===== config.mk =====
export PLATFORM = sky130hd
export DESIGN_NAME = pmem_arbiter_flat
export DESIGN_NICKNAME = d
export VERILOG_FILES = /design/src/rtl/arb_pkg.sv /design/src/rtl/pmem_arbiter_if.sv /design/src/rtl/pmem_arbiter_rr_pick.sv /design/src/rtl/pmem_arbiter.sv /design/src/flat_wrapper.sv
export SDC_FILE = /design/constraint.sdc
export NUM_CORES = 1
export LEC_CHECK = 0
export ABC_AREA = 0
export BUFFER_PORTS_ARGS = -buffer_cell sky130_fd_sc_hd__buf_2
export CAP_MARGIN = 25
export CORE_AREA = 2 2 539 541
export DETAILED_ROUTE_END_ITERATION = 8
export DIE_AREA = 0 0 541 543
export PLACE_DENSITY = 0.3
export SLEW_MARGIN = 20
export SYNTH_ARGS = -nofsm -noshare
export SYNTH_HDL_FRONTEND = slang
export SYNTH_SLANG_ARGS = --single-unit

===== constraint.sdc =====
create_clock -name clk -period 2.7 [get_ports clk]
set_input_delay 0.135 -clock clk [delete_from_list [all_inputs] [get_ports clk]]
set_output_delay 0.135 -clock clk [all_outputs]
set_load 0.03 [all_outputs]

===== src/rtl/arb_pkg.sv =====
// Shared types and constants for the pmem arbiter: FSM state encoding and arbitration modes.
package arb_pkg;

  typedef enum logic [1:0] {
    IDLE = 2'd0,
    BUSY = 2'd1,
    RESP = 2'd2
  } arb_state_t;

  localparam int MAX_CH = 8;

  localparam logic ARB_FIXED = 1'b0;
  localparam logic ARB_RR    = 1'b1;

endpackage


===== src/rtl/pmem_arbiter_if.sv =====
// Bundle of the per-channel request/response bus and the single physical-memory port.
interface pmem_arbiter_if #(
  parameter int NUM_CH = 2,
  parameter int ADDR_W = 32,
  parameter int LINE_W = 256
);

  // Handshake: a channel holds ch_read/ch_write with stable addr/wdata until its one-cycle
  // ch_resp pulse; the arbiter holds pmem_read/pmem_write/addr/wdata until pmem_resp.
  logic [NUM_CH-1:0]             ch_read;
  logic [NUM_CH-1:0]             ch_write;
  logic [NUM_CH-1:0][ADDR_W-1:0] ch_addr;
  logic [NUM_CH-1:0][LINE_W-1:0] ch_wdata;
  logic [NUM_CH-1:0]             ch_resp;
  logic [LINE_W-1:0]             ch_rdata;
  logic                          pmem_read;
  logic                          pmem_write;
  logic [ADDR_W-1:0]             pmem_addr;
  logic [LINE_W-1:0]             pmem_wdata;
  logic                          pmem_resp;
  logic [LINE_W-1:0]             pmem_rdata;

  modport slave (
    input  ch_read, ch_write, ch_addr, ch_wdata, pmem_resp, pmem_rdata,
    output ch_resp, ch_rdata, pmem_read, pmem_write, pmem_addr, pmem_wdata
  );

  modport master (
    output ch_read, ch_write, ch_addr, ch_wdata, pmem_resp, pmem_rdata,
    input  ch_resp, ch_rdata, pmem_read, pmem_write, pmem_addr, pmem_wdata
  );

endinterface


===== src/rtl/pmem_arbiter_rr_pick.sv =====
// Combinational winner selection: scans from ptr (round-robin) or from 0 (fixed priority).
module rr_pick
  import arb_pkg::*;
#(
  parameter  int NUM_CH = 2,
  localparam int IDX_W  = (NUM_CH > 1) ? $clog2(NUM_CH) : 1
) (
  input  logic [NUM_CH-1:0] req,
  input  logic [IDX_W-1:0]  ptr,
  input  logic              rr_mode,
  output logic [NUM_CH-1:0] grant,
  output logic [IDX_W-1:0]  idx
);

  logic             found;
  int               start;
  int               c;
  logic [IDX_W-1:0] ci;

  always_comb begin
    grant = '0;
    idx   = '0;
    found = 1'b0;
    start = 0;
    c     = 0;
    ci    = '0;
    if (rr_mode == ARB_RR) start = int'(ptr);
    for (int i = 0; i < NUM_CH; i++) begin
      c = start + i;
      if (c >= NUM_CH) c = c - NUM_CH;
      ci = IDX_W'(c);
      if (!found && req[ci]) begin
        found     = 1'b1;
        grant[ci] = 1'b1;
        idx       = ci;
      end
    end
  end

endmodule


===== src/rtl/pmem_arbiter.sv =====
// N-channel cache-line arbiter onto one pmem port: IDLE picks a winner, BUSY holds the
// memory request until pmem_resp, RESP pulses the winner's ch_resp for one cycle.
module pmem_arbiter
  import arb_pkg::*;
#(
  parameter int NUM_CH  = 2,
  parameter int ADDR_W  = 32,
  parameter int LINE_W  = 256,
  parameter int RR_MODE = 1
) (
  input  logic       clk,
  input  logic       rst_n,
  pmem_arbiter_if.slave bus,
  output arb_state_t state
);

  localparam int               IDX_W    = (NUM_CH > 1) ? $clog2(NUM_CH) : 1;
  localparam logic [IDX_W-1:0] LAST_IDX = IDX_W'(NUM_CH - 1);
  localparam logic             MODE     = (RR_MODE != 0) ? ARB_RR : ARB_FIXED;

  arb_state_t        state_q, state_d;
  logic [NUM_CH-1:0] req, grant, grant_q, resp_q;
  logic [IDX_W-1:0]  pick_idx, idx_q, ptr_q;
  logic [ADDR_W-1:0] addr_q;
  logic [LINE_W-1:0] wdata_q, rdata_q;
  logic              rd_q, wr_q;

  assign req = bus.ch_read | bus.ch_write;

  rr_pick #(.NUM_CH(NUM_CH)) u_pick (
    .req     (req),
    .ptr     (ptr_q),
    .rr_mode (MODE),
    .grant   (grant),
    .idx     (pick_idx)
  );

  always_comb begin
    state_d = state_q;
    case (state_q)
      IDLE:    if (|req) state_d = BUSY;
      BUSY:    if (bus.pmem_resp) state_d = RESP;
      RESP:    state_d = IDLE;
      default: state_d = IDLE;
    endcase
  end

  // A write wins over a simultaneous read on the same channel.
  always_ff @(posedge clk or negedge rst_n) begin
    if (!rst_n) begin
      state_q <= IDLE;
      grant_q <= '0;
      idx_q   <= '0;
      ptr_q   <= '0;
      addr_q  <= '0;
      wdata_q <= '0;
      rdata_q <= '0;
      rd_q    <= 1'b0;
      wr_q    <= 1'b0;
      resp_q  <= '0;
    end else begin
      state_q <= state_d;
      case (state_q)
        IDLE: if (|req) begin
          grant_q <= grant;
          idx_q   <= pick_idx;
          addr_q  <= bus.ch_addr[pick_idx];
          wdata_q <= bus.ch_wdata[pick_idx];
          wr_q    <= bus.ch_write[pick_idx];
          rd_q    <= ~bus.ch_write[pick_idx];
        end
        BUSY: if (bus.pmem_resp) begin
          rd_q    <= 1'b0;
          wr_q    <= 1'b0;
          rdata_q <= bus.pmem_rdata;
          resp_q  <= grant_q;
        end
        RESP: begin
          resp_q <= '0;
          if (MODE == ARB_RR) ptr_q <= (idx_q == LAST_IDX) ? '0 : idx_q + 1'b1;
        end
        default: ;
      endcase
    end
  end

  assign bus.pmem_read  = rd_q;
  assign bus.pmem_write = wr_q;
  assign bus.pmem_addr  = addr_q;
  assign bus.pmem_wdata = wdata_q;
  assign bus.ch_resp    = resp_q;
  assign bus.ch_rdata   = rdata_q;
  assign state          = state_q;

endmodule


===== src/flat_wrapper.sv =====
// flat-port wrapper written by rule: the top's interface ports become plain ports
module pmem_arbiter_flat import arb_pkg::*;
#(
  parameter int NUM_CH  = 2,
  parameter int ADDR_W  = 32,
  parameter int LINE_W  = 256,
  parameter int RR_MODE = 1
)
  (clk, rst_n, state, bus_ch_read, bus_ch_write, bus_ch_addr, bus_ch_wdata, bus_pmem_resp, bus_pmem_rdata, bus_ch_resp, bus_ch_rdata, bus_pmem_read, bus_pmem_write, bus_pmem_addr, bus_pmem_wdata);
  pmem_arbiter_if #(.NUM_CH(NUM_CH), .ADDR_W(ADDR_W), .LINE_W(LINE_W)) bus_i ();
  input  logic clk;
  input  logic rst_n;
  output arb_state_t state;
  input wire logic [$bits(bus_i.ch_read)-1:0] bus_ch_read;
  input wire logic [$bits(bus_i.ch_write)-1:0] bus_ch_write;
  input wire logic [$bits(bus_i.ch_addr)-1:0] bus_ch_addr;
  input wire logic [$bits(bus_i.ch_wdata)-1:0] bus_ch_wdata;
  input wire logic [$bits(bus_i.pmem_resp)-1:0] bus_pmem_resp;
  input wire logic [$bits(bus_i.pmem_rdata)-1:0] bus_pmem_rdata;
  output wire logic [$bits(bus_i.ch_resp)-1:0] bus_ch_resp;
  output wire logic [$bits(bus_i.ch_rdata)-1:0] bus_ch_rdata;
  output wire logic [$bits(bus_i.pmem_read)-1:0] bus_pmem_read;
  output wire logic [$bits(bus_i.pmem_write)-1:0] bus_pmem_write;
  output wire logic [$bits(bus_i.pmem_addr)-1:0] bus_pmem_addr;
  output wire logic [$bits(bus_i.pmem_wdata)-1:0] bus_pmem_wdata;
  assign bus_i.ch_read = bus_ch_read;
  assign bus_i.ch_write = bus_ch_write;
  assign bus_i.ch_addr = bus_ch_addr;
  assign bus_i.ch_wdata = bus_ch_wdata;
  assign bus_i.pmem_resp = bus_pmem_resp;
  assign bus_i.pmem_rdata = bus_pmem_rdata;
  assign bus_ch_resp = bus_i.ch_resp;
  assign bus_ch_rdata = bus_i.ch_rdata;
  assign bus_pmem_read = bus_i.pmem_read;
  assign bus_pmem_write = bus_i.pmem_write;
  assign bus_pmem_addr = bus_i.pmem_addr;
  assign bus_pmem_wdata = bus_i.pmem_wdata;
  pmem_arbiter #(.NUM_CH(NUM_CH), .ADDR_W(ADDR_W), .LINE_W(LINE_W), .RR_MODE(RR_MODE)) u_core (.clk(clk), .rst_n(rst_n), .bus(bus_i), .state(state));
endmodule

==> impl_metrics.ini, run 1 <==
[global_route]
grt_pass1_wl_mm = 280.6
grt_overflow = 0
first_global_vias = 30440
grt_antenna_before_repair = 100
grt_usage_pct = 14.11
grt_start_max_net_pins = 83

[place]
dp_hpwl_mm = 178.9
place_ws_ps = 631.5
io_buffer_count = 1388
place_congestion = 0.9144
placed_cell_area_mm2 = 0.03478

[timing]
grt_setup_unrepaired = no
slew_headroom_pct = 31.55
fin_crit_sh_pct = 95.57
hold_violations = 0
fin_crit_ps = 2580
finalSetupViolations = 0
slew_viol_final = 0
tightest_slew_ps = 1027
fin_ws_ps = 119.6
max_freq_mhz = 387.5
skew_ps = 65.47
tns_ps = 0

[worst_setup_path]
r2r_slack_ps = 120
crit_required_ps = 3300
r2r-start = u_core.state[1]$_DFFE_PN0P_
crit_path_max_incr_delay_ps = 560
worstPathCellList = nor2_2 -> o31ai_4 -> buf_12 -> buf_12 -> buf_4 -> a21oi_1 -> a21oi_1 -> dlygate4sd3_1
endpoint_kind = register
cp-start-kind = register
crit_slowest_cell = dlygate4sd3_1
crit_fanout = 80
r2r-end = u_core.bus.pmem_wdata[98]$_DFFE_PN0P_
rr_worst_depth = 8
path_class = register to register
arrival_ps = 3180

[worst_hold_path]
hold_start = bus_pmem_rdata[54]
hold_path_class = input pin to register
min_to = u_core.bus.ch_rdata[54]$_DFFE_PN0P_
worstHoldPathCells = 4

[synthesis]
yosys_warnings = 0
synthCells = 2697
synth_top_cell_area_share_pct = 60.71
synth_area_leaders = dfrtp_1 61%, nand2_1 17%, a21oi_1 13%
syn_nets = 3536
syn_avg_cell_area_um2 = 8.467
yosysSeqAreaShare_pct = 60.71
yosys.area.top_type = dfrtp_1
syn_area_mm2 = 0.02283
synth-seq-cells = 554
ys_types = 24

[routing]
drt_first_pass_iters = 5
drt_iter0_markers = 1700
vias = 29110
wl_per_cell_um = 24.28
ant_nets = 0
drc = 0
routed_wl_mm = 215.4
drt-vias-per-instance = 3.281

[pwr]
peakVddDrop_uv = 613.5
power_density_mw_per_mm2 = 1320
p_leak_nw = 22.11
finalPower_mw = 61.79

[die]
die_y_um = 543
design.core.area_mm2 = 0.2874
io_pins = 1389
start_util_pct = 7.945
die_area_mm2 = 0.2938
die_w_um = 541
rows = 197

[layout]
finalNetCount = 5821
final_area_mm2 = 0.04680
drive_above_1_share_pct = 32.10
syn2layout_area_growth_pct = 105.0

[run]
maxCapViolCount = 0

[clock_tree]
cts_setup_buffers = 0
worstSkewPairLatency_ps = 800
cts_max_path_buffers = 4
clk_pin_slew_ps = 60
cts_sinks = 554
cts_tree = built
cts_max_level = 3
cts_inserted_buffers = 85
cts_root_buf = clkbuf_16

[run_status]
outcome = finished clean
## cell usage after synthesis
| cell | count |
|---|---|
| dfrtp_1 | 554 |
| o21ai_0 | 5 |
| a31oi_1 | 1 |
| nor3_1 | 1 |
| nor2_1 | 291 |
| a21o_1 | 3 |
| inv_1 | 1 |
| clkinv_1 | 1 |
| o31ai_4 | 1 |
| nand3_1 | 1 |
| buf_2 | 101 |
| or2_1 | 1 |
| and3_1 | 1 |
| and2_1 | 1 |
| or2_2 | 1 |
| clkbuf_1 | 76 |
| a22o_1 | 2 |
| nand2_1 | 1063 |
| a21oi_1 | 578 |
| nand2b_1 | 3 |
| o21bai_1 | 1 |
| clkbuf_2 | 1 |
| buf_1 | 8 |
| o31a_1 | 1 |
## worst max path at each step
stage	start	to	slack, ps	cells past startpoint
2_1_floorplan	u_core.state[1]$_DFFE_PN0P_	u_core.bus.pmem_wdata[155]$_DFFE_PN0P_	880	8
3_3_place_gp	u_core.state[1]$_DFFE_PN0P_	u_core.bus.pmem_wdata[249]$_DFFE_PN0P_	630	6
3_5_place_dp	u_core.state[1]$_DFFE_PN0P_	u_core.bus.pmem_wdata[249]$_DFFE_PN0P_	630	6
4_1_cts	u_core.state[1]$_DFFE_PN0P_	u_core.bus.pmem_addr[21]$_DFFE_PN0P_	80	7
5_1_grt	u_core.state[1]$_DFFE_PN0P_	u_core.bus.pmem_wdata[81]$_DFFE_PN0P_	40	8
6_report	u_core.state[1]$_DFFE_PN0P_	u_core.bus.pmem_wdata[98]$_DFFE_PN0P_	120	8
## placed cells by master (no fill, tap or decap), types with 6 or more instances in the layout
cell and instances:
a21oi_1 577, buf_12 30, buf_2 1387, buf_4 60
bufinv_16 7, clkbuf_1 17, clkbuf_16 85, clkbuf_8 17
clkinv_2 10, clkinv_4 6, dfrtp_1 554, diode_2 48
dlygate4sd3_1 905, nand2_1 1062, nor2_1 290
## power breakdown
group	switching [mW]	total [mW]	internal [mW]
Combinational	23.5	34.8	11.3
Clock	4.69	11.6	6.95
Sequential	2.89	15.3	12.4
## cell type report
type,instances,area (um2)
fillers,32980,240600
repair buffers,2384,17080
flip-flops and latches,554,13860
multi-input cells,1955,8158
well taps,3781,4731
clock buffers,119,2425
clock inverters,30,415.4
diodes,48,120.1
inverters,2,15.01
## stage by stage
step,instances,hold slack (ps),util (%)
finish,8873,76.27,16.29
global route,8839,31.44,16.26
CTS,8825,2.119,16.24
detailed placement,7771,287.4,12.10
global placement,7771,285.4,12.10
floorplan,2697,-160.6,-
## cell families (layout without fill, tap and decap cells)
kind of cell	Yosys count	after routing	share of synthesized area [%]
AO/OA/AOI/OAI	592	592	13.15
other	0	48	0
flip-flops	554	554	60.71
AND/OR/NAND/NOR	1363	1363	22.49
buffers and inverters	188	2535	3.649
## timing repair
item,CTS,global route
endpoints found under the hold margin,707,0
endpoints found under the setup margin,0,42
hold buffers,905,0
gates resized for setup,0,3
## critical path: cells and delay by family (launching register included)
family                 cells  cell delay (ps)
AO/OA/AOI/OAI              3              370
buffers and inverters      4             1190
flip-flops                 1              470
AND/OR/NAND/NOR            1              250
## metal layers
layer  vias to the layer above  GRT usage (%)  part of all wire [%]
met2                      1322          21.38                    43
met3                       234          8.254                    14
met5                         -              0                  0.14
met1                     14220          16.87                    41
li1                      13290              -                     -
met4                        50          3.559                   2.2
## state kept, by name, indices dropped and copies added (netlist names)
| signal | cells |
|---|---|
| u_core.ptr_q | 1 |
| u_core.bus.pmem_addr | 32 |
| u_core.idx_q | 1 |
| u_core.grant_q | 2 |
| u_core.bus.pmem_write | 1 |
| u_core.state | 2 |
| u_core.bus.pmem_read | 1 |
| u_core.bus.ch_resp | 2 |
| u_core.bus.pmem_wdata | 256 |
| u_core.bus.ch_rdata | 256 |
(Power assumes the default switching activity.)
==> run 2, diff against run 1 <==
- CORE_AREA: 2 2 539 541 -> 2 2 540 542
- DIE_AREA: 0 0 541 543 -> 0 0 542 544
- clock period: 2.7 -> 2.5 ns (I/O delays scaled with it)
==> run 2 against run 1 <==
- worst setup slack lost 4.5 ps
- sequential power grew 8%
- fmax grew 8.2%
- critical path depth shrank 2
- utilization shrank 0.12 points
- combinational power grew 7.8%
- via count grew 0.19%
- routed wire length shrank 2.4%
- first-iteration DRC count shrank 3.5%
- largest power group unchanged
==> impl_metrics.ini, run 2 (same netlist as run 1, synthesis figures left out) <==
[global_route]
grt_antenna_before_repair = 85
grt_usage_pct = 13.64
first_global_vias = 30480
grt_overflow = 0
grt_pass1_wl_mm = 273.7
grt_start_max_net_pins = 97

[timing]
fin_crit_sh_pct = 95.40
skew_ps = 74.78
slew_headroom_pct = 40.71
fin_ws_ps = 115.1
fin_crit_ps = 2385
slew_viol_final = 0
hold_violations = 0
grt_setup_unrepaired = yes
max_freq_mhz = 419.3
finalSetupViolations = 0
tightest_slew_ps = 889.4

[worst_setup_path]
crit_fanout = 96
arrival_ps = 3060
r2r-end = u_core.bus.pmem_wdata[5]$_DFFE_PN0P_
r2r-start = u_core.ptr_q$_DFFE_PN0P_
r2r_slack_ps = 120
path_class = register to register
endpoint_kind = register
cp-start-kind = register
crit_required_ps = 3170
rr_worst_depth = 6

[die]
design.core.area_mm2 = 0.2894
die_y_um = 544
start_util_pct = 7.891
rows = 198
die_area_mm2 = 0.2948
die_w_um = 542
io_pins = 1389

[layout]
fillers = 33220
final_cell_mix = 1,387 x buf_2, 1,062 x nand2_1, 910 x dlygate4sd3_1
drive_above_1_share_pct = 32.01
finalNetCount = 5838
final_common_cell = buf_2
syn2layout_area_growth_pct = 104.9
final_util_pct = 16.17
layout.cells.non_filler = 8894

[clock_tree]
cts_root_buf = clkbuf_16
cts_inserted_buffers = 82
cts_tree = built
cts_max_path_buffers = 4
worstSkewPairLatency_ps = 800
cts_sinks = 554
clk_pin_slew_ps = 60
cts_max_level = 3

[run_status]
outcome = finished clean

[place]
dp_hpwl_mm = 173.7
io_buffer_count = 1388
place_ws_ps = 492.8
dp_cells = 7800
place_congestion = 0.8903

[routing]
routed_wl_mm = 210.2
drc = 0
drt_first_pass_iters = 5
drt_iter0_markers = 1640
vias = 29170
ant_nets = 0
wl_per_cell_um = 23.64
drt-vias-per-instance = 3.280

[worst_hold_path]
hold_path_class = input pin to register
hold_start = bus_pmem_rdata[166]
worstHoldPathCells = 4
min_to = u_core.bus.ch_rdata[166]$_DFFE_PN0P_

[pwr]
peakVddDrop_uv = 664.1
finalPower_mw = 65.94
power_density_mw_per_mm2 = 1409
p_leak_nw = 22.13

[run]
maxCapViolCount = 0
[run 2: cell types whose count changed in the layout (fill, tap and decap cells not counted), moves of 4 or more]
cell / delta
buf_4: +14
clkbuf_1: +8
clkinv_4: -5
clkinv_2: -4
dlygate4sd3_1: +5
diode_2: -12
[run 2: layer usage]
layer / wire [um] / vias to the layer above / global-route usage (%)
met5: 205 / - / 0
met4: 4851 / 30 / 3.285
met3: 23600 / 236 / 6.064
met2: 90670 / 1338 / 20.84
met1: 90900 / 14260 / 17.40
li1: - / 13300 / -
[run 2: final cells by class]
cell class / instances / area (um2) / area share [%]
tap: 3800 / 4755 / 10.16
inverter: 2 / 15.01 / 0.03209
clock inverter: 19 / 261.5 / 0.5589
multi-input combinational: 1955 / 8154 / 17.43
sequential: 554 / 13860 / 29.63
antenna: 36 / 90.09 / 0.1925
timing repair buffer: 2404 / 17270 / 36.91
clock buffer: 124 / 2380 / 5.086
[run 2: worst max-delay path, cell delays in order, from the launching register on]
cell and delay (ps):
dfrtp_1 400, o21bai_1 210, nand2_4 150, buf_12 410, nand2_1 310, a21oi_1 190
dlygate4sd3_1 550
[run 2: repair_timing]
item	4_1_cts	5_1_grt
setup endpoints to repair	0	83
resized for setup	0	2
hold buffers	910	0
endpoints found under the hold margin	804	0
buffers inserted	0	5
[run 2: report_power, final]
| group | total (mW) | leakage [nW] | internal (mW) | switching [mW] |
|---|---|---|---|---|
| Clock | 11.9 | 1.29 | 6.99 | 4.95 |
| Combinational | 37.5 | 14.3 | 12.4 | 25.1 |
| Sequential | 16.5 | 6.53 | 13.4 | 3.06 |
[run 2: through the flow]
stage | hold WS (ps) | TNS [ps] | instance area (um2)
after floorplan | -170.6 | 0 | 22830
after global placement | 232.2 | 0 | 34890
after detailed placement | 230.3 | 0 | 34890
after CTS | 0.08737 | 0 | 46640
after global routing | 44.02 | -9.236 | 46730
final | 79.00 | 0 | 46790
[run 2: worst max-delay path by stage]
| stage | startpoint | slack (ps) | cells after the start | endpoint |
|---|---|---|---|---|
| 2_1_floorplan | u_core.state[1]$_DFFE_PN0P_ | 680 | 8 | u_core.bus.pmem_wdata[155]$_DFFE_PN0P_ |
| 3_3_place_gp | u_core.state[1]$_DFFE_PN0P_ | 530 | 6 | u_core.bus.pmem_wdata[237]$_DFFE_PN0P_ |
| 3_5_place_dp | u_core.state[1]$_DFFE_PN0P_ | 490 | 6 | u_core.bus.pmem_wdata[237]$_DFFE_PN0P_ |
| 4_1_cts | u_core.state[1]$_DFFE_PN0P_ | 50 | 7 | u_core.bus.pmem_addr[15]$_DFFE_PN0P_ |
| 5_1_grt | u_core.state[1]$_DFFE_PN0P_ | -5 | 7 | u_core.bus.pmem_wdata[114]$_DFFE_PN0P_ |
| 6_report | u_core.ptr_q$_DFFE_PN0P_ | 120 | 6 | u_core.bus.pmem_wdata[5]$_DFFE_PN0P_ |
==> run 3, diff against run 2 <==
- CTS_BUF_LIST: not set -> sky130_fd_sc_hd__clkbuf_8 sky130_fd_sc_hd__clkbuf_16
==> run 3 against run 2 <==
- die area is the same
- routed wire length hardly changed
- sequential cell count did not move
- fmax increased by 0.54%
- sequential share of layout area unchanged
- worst setup slack better by 13 ps
- global-route usage barely moved
- clock skew is essentially flat
- combinational power about the same
- final cell count unchanged
- non-clock buffer count stayed put
- hold slack worse by 0.73 ps
- critical endpoint unchanged
==> impl_metrics.ini, run 3 (same netlist as run 1, synthesis figures left out) <==
[worst_setup_path]
worstPathCellList = o21bai_1 -> nand2_4 -> buf_12 -> nand2_1 -> a21oi_1 -> dlygate4sd3_1
crit_slowest_cell = dlygate4sd3_1
crit_required_ps = 3170
crit_start = u_core.ptr_q$_DFFE_PN0P_
cp-start-kind = register
crit_path_max_incr_delay_ps = 550
crit_fanout = 96
r2r_slack_ps = 130
crit_end = u_core.bus.pmem_wdata[5]$_DFFE_PN0P_
arrival_ps = 3040
rr_worst_depth = 6
path_class = register to register
r2r-end = u_core.bus.pmem_wdata[5]$_DFFE_PN0P_
r2r-start = u_core.ptr_q$_DFFE_PN0P_
endpoint_kind = register

[place]
place_congestion = 0.8903
dp_hpwl_mm = 173.7
placed_cell_area_mm2 = 0.03489
io_buffer_count = 1388

[worst_hold_path]
worstHoldPathCells = 4
hold_start = bus_pmem_rdata[166]
hold_path_class = input pin to register

[timing]
finalSetupViolations = 0
fin_crit_sh_pct = 94.88
grt_setup_unrepaired = yes
max_freq_mhz = 421.6
tightest_slew_ps = 900.4
hold_violations = 0
fin_crit_ps = 2372
skew_ps = 74.58
slew_viol_final = 0
slew_headroom_pct = 39.97

[pwr]
finalPower_mw = 65.78
power_density_mw_per_mm2 = 1406
peakVddDrop_uv = 663.4
p_leak_nw = 22.23

[clock_tree]
clk_pin_slew_ps = 60
worstSkewPairLatency_ps = 800
cts_inserted_buffers = 82
cts_max_level = 3
cts_root_buf = clkbuf_16
cts_tree = built
cts_sinks = 554
cts_max_path_buffers = 4

[die]
start_util_pct = 7.891
design.core.area_mm2 = 0.2894
rows = 198
die_area_mm2 = 0.2948
die_w_um = 542
io_pins = 1389
die_y_um = 544

[global_route]
grt_pass1_wl_mm = 273.7
first_global_vias = 30480
grt_start_max_net_pins = 97
grt_antenna_before_repair = 85
grt_overflow = 0
grt_usage_pct = 13.64

[run_status]
outcome = finished clean

[routing]
wl_per_cell_um = 23.62
drt_iter0_markers = 1623
drt_first_pass_iters = 5
vias = 29120
ant_nets = 0
routed_wl_mm = 210.1
drc = 0
drt-vias-per-instance = 3.274

[layout]
final_util_pct = 16.17
finalNetCount = 5838
syn2layout_area_growth_pct = 104.9
final_area_mm2 = 0.04679
final_cell_mix = 1,387 x buf_2, 1,062 x nand2_1, 910 x dlygate4sd3_1
drive_above_1_share_pct = 32.01
final_common_cell = buf_2

[run]
maxCapViolCount = 0
==> run 3: cell count changes in the layout (fill, tap and decap cells not counted) <==
cell      change
inv_1        +25
clkbuf_1     -25
==> run 3: repair_timing <==
item / CTS / global route
resized for setup: 0 / 2
setup buffers: 0 / 5
endpoints found under the hold margin: 804 / 0
hold buffers: 910 / 0
endpoints found under the setup margin: 0 / 82
==> run 3: final cells by class <==
class                      count  area (um2)
multi-input combinational   1955        8154
inverter                       2       15.01
sequential                   554       13860
antenna                       36       90.09
tap                         3800        4755
fill                       33220      242600
clock buffer                  99        2286
clock inverter                44       355.3
timing repair buffer        2404       17270
==> run 3: how the worst min path moves through the flow <==
| stage | endpoint | slack, ps |
|---|---|---|
| 2_1_floorplan | u_core.bus.ch_rdata[0]$_DFFE_PN0P_ | -170 |
| 3_3_place_gp | u_core.bus.pmem_addr[24]$_DFFE_PN0P_ | 230 |
| 3_5_place_dp | u_core.bus.pmem_addr[24]$_DFFE_PN0P_ | 230 |
| 4_1_cts | u_core.bus.ch_rdata[203]$_DFFE_PN0P_ | 0.09 |
| 5_1_grt | u_core.bus.ch_rdata[150]$_DFFE_PN0P_ | 40 |
| 6_report | u_core.bus.ch_rdata[166]$_DFFE_PN0P_ | 80 |
==> run 3: stage by stage <==
stage / setup WS (ps) / instances / setup TNS (ps) / hold WS, ps
global route: -4.861 / 8870 / -9.236 / 44.02
CTS: 52.92 / 8853 / 0 / 0.08737
finish: 128.0 / 8894 / 0 / 78.27
detailed placement: 492.8 / 7800 / 0 / 230.3
floorplan: 676.5 / 2697 / 0 / -170.6
global placement: 525.8 / 7800 / 0 / 232.2
==> run 3: critical path: cells and delay by family (launching register included) <==
family | cells | cell delay [ps]
AO/OA/AOI/OAI | 2 | 400
buffers and inverters | 2 | 940
flip-flops | 1 | 400
AND/OR/NAND/NOR | 2 | 460
==> run 3: layer usage <==
metal | GRT usage [%] | up-vias | share of wire, %
li1 | - | 13310 | -
met1 | 17.37 | 14250 | 43
met2 | 20.84 | 1303 | 43
met3 | 6.117 | 234 | 11
met4 | 3.285 | 30 | 2.4
met5 | 0 | - | 0.098
==> run 3: report_power, final <==
group	switching (mW)	total, mW	internal, mW
logic	25.0	37.4	12.4
registers	3.04	16.5	13.4
clock network	4.97	11.9	6.89
total	33.0	65.8	32.7
